### src/rtl/fetch_pkg.sv
// Shared types and constants for the fetch-stage sequencer.
package fetch_pkg;

  typedef enum logic [1:0] {
    BOOT     = 2'd0,
    RUN      = 2'd1,
    WAIT_MEM = 2'd2
  } fetch_state_e;

  localparam logic [31:0] PC_STEP = 32'd4;

  // Which redirect source wins this cycle, highest priority first.
  typedef enum logic [1:0] {
    REDIR_NONE     = 2'd0,
    REDIR_TRAP     = 2'd1,
    REDIR_BRANCH   = 2'd2,
    REDIR_MISALIGN = 2'd3
  } redir_sel_e;

  function automatic redir_sel_e redir_select(input logic trap,
                                              input logic taken,
                                              input logic [1:0] tgt_lsb);
    if (trap)                  return REDIR_TRAP;
    else if (taken && tgt_lsb == 2'b00) return REDIR_BRANCH;
    else if (taken)            return REDIR_MISALIGN;
    else                       return REDIR_NONE;
  endfunction

endpackage

### src/rtl/fetch_ctrl_if.sv
// Fetch sequencer bus: hazard/execute/imem inputs and PC-register outputs.
interface fetch_ctrl_if #(
  parameter int unsigned STALL_CNT_W = 16
);
  logic [31:0]            pcf_q;
  logic                   imem_ready;
  logic                   hazard_stall;
  logic                   branch_taken_e;
  logic [31:0]            branch_target_e;
  logic                   trap_req;
  logic [31:0]            pcf_next;
  logic                   stall_f;
  logic                   flush_d;
  logic                   misalign_err;
  logic [STALL_CNT_W-1:0] stall_cnt;

  modport master (
    input  pcf_q, imem_ready, hazard_stall, branch_taken_e, branch_target_e, trap_req,
    output pcf_next, stall_f, flush_d, misalign_err, stall_cnt
  );

  modport slave (
    output pcf_q, imem_ready, hazard_stall, branch_taken_e, branch_target_e, trap_req,
    input  pcf_next, stall_f, flush_d, misalign_err, stall_cnt
  );
endinterface

### src/rtl/fetch_ctrl_redirect_resolve.sv
// Trap/branch/misaligned-branch priority resolution for PC redirects.
module redirect_resolve
  import fetch_pkg::*;
#(
  parameter logic [31:0] TRAP_VECTOR = 32'h0000_0100
) (
  input  logic        trap_req,
  input  logic        branch_taken,
  input  logic [31:0] branch_target,
  output logic        valid,
  output logic [31:0] target,
  output logic        misalign
);

  redir_sel_e sel;

  // Pick the winning redirect source and its target.
  always_comb begin
    sel      = redir_select(trap_req, branch_taken, branch_target[1:0]);
    valid    = 1'b0;
    target   = TRAP_VECTOR;
    misalign = 1'b0;
    case (sel)
      REDIR_TRAP:     valid = 1'b1;
      REDIR_BRANCH:   begin valid = 1'b1; target = branch_target; end
      REDIR_MISALIGN: begin valid = 1'b1; misalign = 1'b1; end
      default:        ;
    endcase
  end

endmodule

### src/rtl/fetch_ctrl.sv
// Fetch-stage sequencer: next-PC select, fetch stall, decode flush, stall counter.
module fetch_ctrl
  import fetch_pkg::*;
#(
  parameter logic [31:0] RESET_PC    = 32'h0000_0000,
  parameter logic [31:0] TRAP_VECTOR = 32'h0000_0100,
  parameter int unsigned BOOT_CYCLES = 4,
  parameter int unsigned STALL_CNT_W = 16
) (
  input logic        clk,
  input logic        reset_n,
  fetch_ctrl_if.master bus
);

  localparam logic [7:0] BOOT_LAST = 8'(BOOT_CYCLES - 1);

  fetch_state_e           state;
  logic [7:0]             boot_cnt;
  logic                   pend_valid;
  logic [31:0]            pend_target;
  logic [STALL_CNT_W-1:0] stall_cnt_q;

  logic        rr_valid;
  logic [31:0] rr_target;
  logic        rr_misalign;

  logic [31:0] pcf_next;
  logic        stall_f;
  logic        flush_d;
  logic        misalign_err;

  redirect_resolve #(.TRAP_VECTOR(TRAP_VECTOR)) u_resolve (
    .trap_req      (bus.trap_req),
    .branch_taken  (bus.branch_taken_e),
    .branch_target (bus.branch_target_e),
    .valid         (rr_valid),
    .target        (rr_target),
    .misalign      (rr_misalign)
  );

  // Same-cycle outputs from registered state and current inputs; BOOT and
  // illegal encodings hold fetch at RESET_PC.
  always_comb begin
    pcf_next     = RESET_PC;
    stall_f      = 1'b1;
    flush_d      = 1'b1;
    misalign_err = 1'b0;
    case (state)
      RUN: begin
        misalign_err = rr_misalign;
        if (rr_valid) begin
          stall_f  = 1'b0;
          pcf_next = rr_target;
        end else if (bus.hazard_stall) begin
          pcf_next = bus.pcf_q;
          flush_d  = 1'b0;
        end else if (!bus.imem_ready) begin
          pcf_next = bus.pcf_q;
        end else begin
          stall_f  = 1'b0;
          flush_d  = 1'b0;
          pcf_next = bus.pcf_q + PC_STEP;
        end
      end
      WAIT_MEM: begin
        misalign_err = rr_misalign;
        pcf_next     = bus.pcf_q;
        if (bus.imem_ready) begin
          stall_f = 1'b0;
          // A redirect arriving this cycle is newer than the latched one.
          if (rr_valid)        pcf_next = rr_target;
          else if (pend_valid) pcf_next = pend_target;
          else begin
            pcf_next = bus.pcf_q + PC_STEP;
            flush_d  = 1'b0;
          end
        end
      end
      default: ;
    endcase
  end

  // State sequencing, boot hold counter and pending-redirect latch.
  always_ff @(posedge clk or negedge reset_n) begin
    if (!reset_n) begin
      state       <= BOOT;
      boot_cnt    <= '0;
      pend_valid  <= 1'b0;
      pend_target <= '0;
    end else begin
      case (state)
        BOOT: begin
          boot_cnt <= boot_cnt + 8'd1;
          if (boot_cnt == BOOT_LAST) state <= RUN;
        end
        RUN: begin
          pend_valid <= 1'b0;
          if (!rr_valid && !bus.hazard_stall && !bus.imem_ready) state <= WAIT_MEM;
        end
        WAIT_MEM: begin
          if (bus.imem_ready) begin
            state      <= RUN;
            pend_valid <= 1'b0;
          end else if (rr_valid) begin
            pend_valid  <= 1'b1;
            pend_target <= rr_target;
          end
        end
        default: begin
          state      <= BOOT;
          boot_cnt   <= '0;
          pend_valid <= 1'b0;
        end
      endcase
    end
  end

  // Saturating count of stalled cycles outside boot.
  always_ff @(posedge clk or negedge reset_n) begin
    if (!reset_n) begin
      stall_cnt_q <= '0;
    end else if (stall_f && (state == RUN || state == WAIT_MEM) && stall_cnt_q != '1) begin
      stall_cnt_q <= stall_cnt_q + STALL_CNT_W'(1);
    end
  end

  assign bus.pcf_next     = pcf_next;
  assign bus.stall_f      = stall_f;
  assign bus.flush_d      = flush_d;
  assign bus.misalign_err = misalign_err;
  assign bus.stall_cnt    = stall_cnt_q;

endmodule

### src/flat_wrapper.sv
// flat-port wrapper written by rule: the top's interface ports become plain ports
module fetch_ctrl_flat import fetch_pkg::*;
#(
  parameter logic [31:0] RESET_PC    = 32'h0000_0000,
  parameter logic [31:0] TRAP_VECTOR = 32'h0000_0100,
  parameter int unsigned BOOT_CYCLES = 4,
  parameter int unsigned STALL_CNT_W = 16
)
  (clk, reset_n, bus_pcf_q, bus_imem_ready, bus_hazard_stall, bus_branch_taken_e, bus_branch_target_e, bus_trap_req, bus_pcf_next, bus_stall_f, bus_flush_d, bus_misalign_err, bus_stall_cnt);
  fetch_ctrl_if #(.STALL_CNT_W(STALL_CNT_W)) bus_i ();
  input logic clk;
  input logic reset_n;
  input wire logic [$bits(bus_i.pcf_q)-1:0] bus_pcf_q;
  input wire logic [$bits(bus_i.imem_ready)-1:0] bus_imem_ready;
  input wire logic [$bits(bus_i.hazard_stall)-1:0] bus_hazard_stall;
  input wire logic [$bits(bus_i.branch_taken_e)-1:0] bus_branch_taken_e;
  input wire logic [$bits(bus_i.branch_target_e)-1:0] bus_branch_target_e;
  input wire logic [$bits(bus_i.trap_req)-1:0] bus_trap_req;
  output wire logic [$bits(bus_i.pcf_next)-1:0] bus_pcf_next;
  output wire logic [$bits(bus_i.stall_f)-1:0] bus_stall_f;
  output wire logic [$bits(bus_i.flush_d)-1:0] bus_flush_d;
  output wire logic [$bits(bus_i.misalign_err)-1:0] bus_misalign_err;
  output wire logic [$bits(bus_i.stall_cnt)-1:0] bus_stall_cnt;
  assign bus_i.pcf_q = bus_pcf_q;
  assign bus_i.imem_ready = bus_imem_ready;
  assign bus_i.hazard_stall = bus_hazard_stall;
  assign bus_i.branch_taken_e = bus_branch_taken_e;
  assign bus_i.branch_target_e = bus_branch_target_e;
  assign bus_i.trap_req = bus_trap_req;
  assign bus_pcf_next = bus_i.pcf_next;
  assign bus_stall_f = bus_i.stall_f;
  assign bus_flush_d = bus_i.flush_d;
  assign bus_misalign_err = bus_i.misalign_err;
  assign bus_stall_cnt = bus_i.stall_cnt;
  fetch_ctrl #(.RESET_PC(RESET_PC), .TRAP_VECTOR(TRAP_VECTOR), .BOOT_CYCLES(BOOT_CYCLES), .STALL_CNT_W(STALL_CNT_W)) u_core (.clk(clk), .reset_n(reset_n), .bus(bus_i));
endmodule
### config.mk
export PLATFORM = sky130hd
export DESIGN_NAME = fetch_ctrl_flat
export DESIGN_NICKNAME = d
export VERILOG_FILES = /design/src/rtl/fetch_pkg.sv /design/src/rtl/fetch_ctrl_if.sv /design/src/rtl/fetch_ctrl_redirect_resolve.sv /design/src/rtl/fetch_ctrl.sv /design/src/flat_wrapper.sv
export SDC_FILE = /design/constraint.sdc
export NUM_CORES = 1
export LEC_CHECK = 0
export BUFFER_PORTS_ARGS = -buffer_cell sky130_fd_sc_hd__buf_2
export CORE_UTILIZATION = 30
export DETAILED_ROUTE_END_ITERATION = 16
export GPL_ROUTABILITY_DRIVEN = 0
export MAX_ROUTING_LAYER = met4
export PLACE_DENSITY = 0.61
export SLEW_MARGIN = 20
export SYNTH_ARGS = -nofsm -noshare
export SYNTH_HDL_FRONTEND = slang
export SYNTH_SLANG_ARGS = --single-unit
### constraint.sdc
create_clock -name clk -period 1.9 [get_ports clk]
set_input_delay 0.095 -clock clk [delete_from_list [all_inputs] [get_ports clk]]
set_output_delay 0.095 -clock clk [all_outputs]
set_load 0.1 [all_outputs]
==> flow_summary.toml <==
[die]
die_width_um = 134
pin_count = 121
rows = 48
die_y_um = 134
die_area_mm2 = 0.0180
start_util_pct = 30.6
core_area_mm2 = 0.0172

[clocking]
clk_path_buf_depth = 2
cts_made_buffers = 9
cts.sinks = 59
cts-root-buf = "clkbuf_16"
ctsHtreeMaxLevel = 3
clk_latency_ns = 0.35
clk_pin_slew_ns = 0.06
cts_tree = "yes"

[final_layout]
area_growth_pct = 83.7
layout_commonest_cell = "buf_4"
nets = 1037
drive_gt1_share_pct = 52.0
fillers = 1481
mostFrequentLayoutCells = "buf_4, nand2_1, buf_2, buf_12, dfrtp_1"
num_antenna_cells = 0

[yosys]
ys_types = 76
yosysWarnings = 0
synth-seq-cells = 59
syn-mean-instance-area_um2 = 7.46
synth-xor-area-share_pct = 6.83
synth-edff-count = 0
synthMuxAreaShare_pct = 1.60
synth-adder-area-share_pct = 1.67
synth-seq-area-share_pct = 28.1
yosys.area_share.simple_pct = 30.0
async_flop_share_pct = 100
synth_fp_nets = 781
synth_area_mm2 = 0.00526
synthFlopType = "dfrtp_1"
synth_compound_area_share_pct = 26.7
synth_cells = 704
synth_top_family_by_area = "simple AND/OR/NAND/NOR gates"

[placement]
numPortBuffers = 120
hpwl_um = 15800

[critical_path]
cp_num_buf_inv = 4
path_cells = "inv_2 -> ha_4 -> and2_4 -> buf_8 -> nor2_4 -> nor2_4 -> buf_6 -> a32o_1 -> o21a_4 -> buf_12"
path_max_fanout = 7
crit_required_ns = 1.80
cp-start-kind = "flip-flop"
cpMaxStageDelayCell = "dfrtp_1"
cp-end-kind = "primary output"
critPathMaxStageDelay_ns = 0.42
cp_top_family = "buffers and inverters"
critPathMostFrequentCell = "nor2_4"
r2r-start = "u_core.state[0]$_DFFE_PN0P_"
crit_arrival_ns = 2.32
path_class = "reg -> out"
crit_start = "u_core.state[0]$_DFFE_PN0P_"

[global_route]
grt_pass1_vias = 6455
gr-total-overflow = 0
grt_max_degree = 60
grt_use_total_pct = 26.3
antenna_found_initial = 0
grt_pass1_wl_um = 35300

[run_status]
status = "finished with violations"
violations = "negative setup slack"

[power]
power.leakage_nw = 3.95
p_total_w = 0.0135
max-vdd-ir-drop_v = 0.000913
powerDensity_mw_per_mm2 = 1400

[detailed_routing]
vias = 6947
wl_per_cell_um = 21.1
via_per_inst = 5.84
ant_nets = 0
drt_iter0_drc = 681
dr.pass1.iters = 5
drt_wl_total_um = 25100
drc = 0

[worst_hold_path]
hold_path_class = "in -> reg"
hold_start = "bus_branch_target_e[10]"

[run]
cap_violations = 0

[timing]
fin_crit_sh_pct = 127
fin_setup_tns_ns = -19.83
finalSetupViolCount = 83
finalClockSkew_ns = 0.00619
slew_headroom_pct = 65.2
period_minus_slack_ns = 2.42
max_freq_ghz = 0.414
worst_pin_slew_ns = 0.518
postLayoutSetupSlackWorst_ns = -0.518
finalMaxSlewViolations = 0
hold_violations = 0
rsz0062_at_grt = "yes"
## state kept, by name, summed over array words and instances, names as in the netlist
signal / flops
u_core.boot_cnt: 8
u_core.bus.stall_cnt: 16
u_core.pend_valid: 1
u_core.pend_target: 32
u_core.state: 2
## area by class of cell
class | count | area, um^2 | share of cell area [%]
inverters | 10 | 50.0 | 0.518
flip-flops and latches | 59 | 1500 | 15.6
clock inverters | 4 | 72.6 | 0.752
multi-input cells | 588 | 4640 | 48.0
well taps | 225 | 282 | 2.92
clock buffers | 12 | 256 | 2.66
repair buffers | 292 | 2850 | 29.6
## what timing repair did
item | in CTS | in global routing
pin swaps | 57 | 58
endpoints found under the setup margin | 50 | 91
resized for setup | 114 | 135
hold buffers | 1 | 0
gates cloned | 4 | 9
hold endpoints to repair | 59 | 0
buffers inserted | 22 | 8
## path summary, 6_finish.rpt
path	slack, ns	depth (start not counted)	endpoint
hold reg to reg	0.47	2	u_core.pend_target[25]$_DFFE_PN0P_
max in group asynchronous	1.29	3	u_core.pend_valid$_DFFE_PN0P_
setup / recovery	-0.52	10	bus_pcf_next[18]
hold / removal	0.006	3	u_core.pend_target[10]$_DFFE_PN0P_
setup reg to reg	-0.38	10	u_core.bus.stall_cnt[13]$_DFFE_PN0P_
min in group asynchronous	0.30	3	u_core.bus.stall_cnt[3]$_DFFE_PN0P_
## metrics by stage
stage | instances | utilization (%) | instance area, um^2 | hold slack, ns | setup slack, ns
floorplan | 704 | - | 5690 | -0.201 | -0.753
global placement | 1135 | 46.2 | 7930 | 0.143 | -0.266
detailed placement | 1135 | 46.2 | 7930 | 0.137 | -0.290
CTS | 1176 | 52.3 | 8980 | 0.0114 | -0.458
global route | 1190 | 56.2 | 9660 | 0.0142 | -0.569
finish | 1190 | 56.2 | 9660 | 0.00633 | -0.518
## routing by layer
metal | track usage [%] | share of wire [%] | vias up
li1 | - | - | 3126
met4 | 10.5 | 3.9 | 0
met2 | 40.2 | 47 | 392
met5 | - | 0 | -
met3 | 5.22 | 8.7 | 86
met1 | 33.8 | 41 | 3343
## synth_stat cells, drive strengths merged (2+ instances only)
master	count	area, um^2
a211oi	4	30.0
a21boi	2	15.0
a21o	8	60.1
a21oi	46	234
a221oi	5	50.0
a22o	5	43.8
a22oi	10	75.1
a31o	2	17.5
a31oi	13	81.3
a32oi	9	78.8
and2	5	31.3
and3	12	80.1
and4	7	63.8
buf	23	130
clkbuf	26	97.6
dfrtp	59	1480
ha	7	87.6
inv	10	37.5
mux2	3	33.8
mux2i	5	50.1
nand2	128	483
nand2b	4	25.0
nand3	43	233
nand3b	2	15.0
nand4	25	163
nor2	43	178
nor2b	7	43.8
nor3	15	106
nor4	3	33.8
nor4b	2	32.5
o2111ai	2	17.5
o211ai	8	65.1
o21a	2	15.0
o21ai	85	425
o221ai	2	17.5
o22ai	2	12.5
o31ai	5	37.5
or3	6	42.5
or4	2	15.0
xnor2	22	193
xor2	19	166
## tightest hold or removal path, delay by kind of cell
family          cells  cell delay [ns]
buf+inv             1             0.11
compound gates      1             0.06
simple gates        1             0.05
## where the power goes
group | internal [W] | total (W) | leakage, nW | switching (W)
combinational | 0.00401 | 0.00990 | 3.01 | 0.00589
sequential | 0.00150 | 0.00174 | 0.780 | 0.000247
clock | 0.00122 | 0.00187 | 0.159 | 0.000654
total | 0.00673 | 0.0135 | 3.95 | 0.00679
## cell families after synthesis
kind of cell / Yosys count
AO/OA/AOI/OAI: 222
XOR/XNOR: 41
adder cells (fa/ha/maj): 7
buffers and inverters: 59
flip-flops: 59
multiplexers: 8
AND/OR/NAND/NOR: 308
Note: power is estimated with default switching activity, not from simulation.
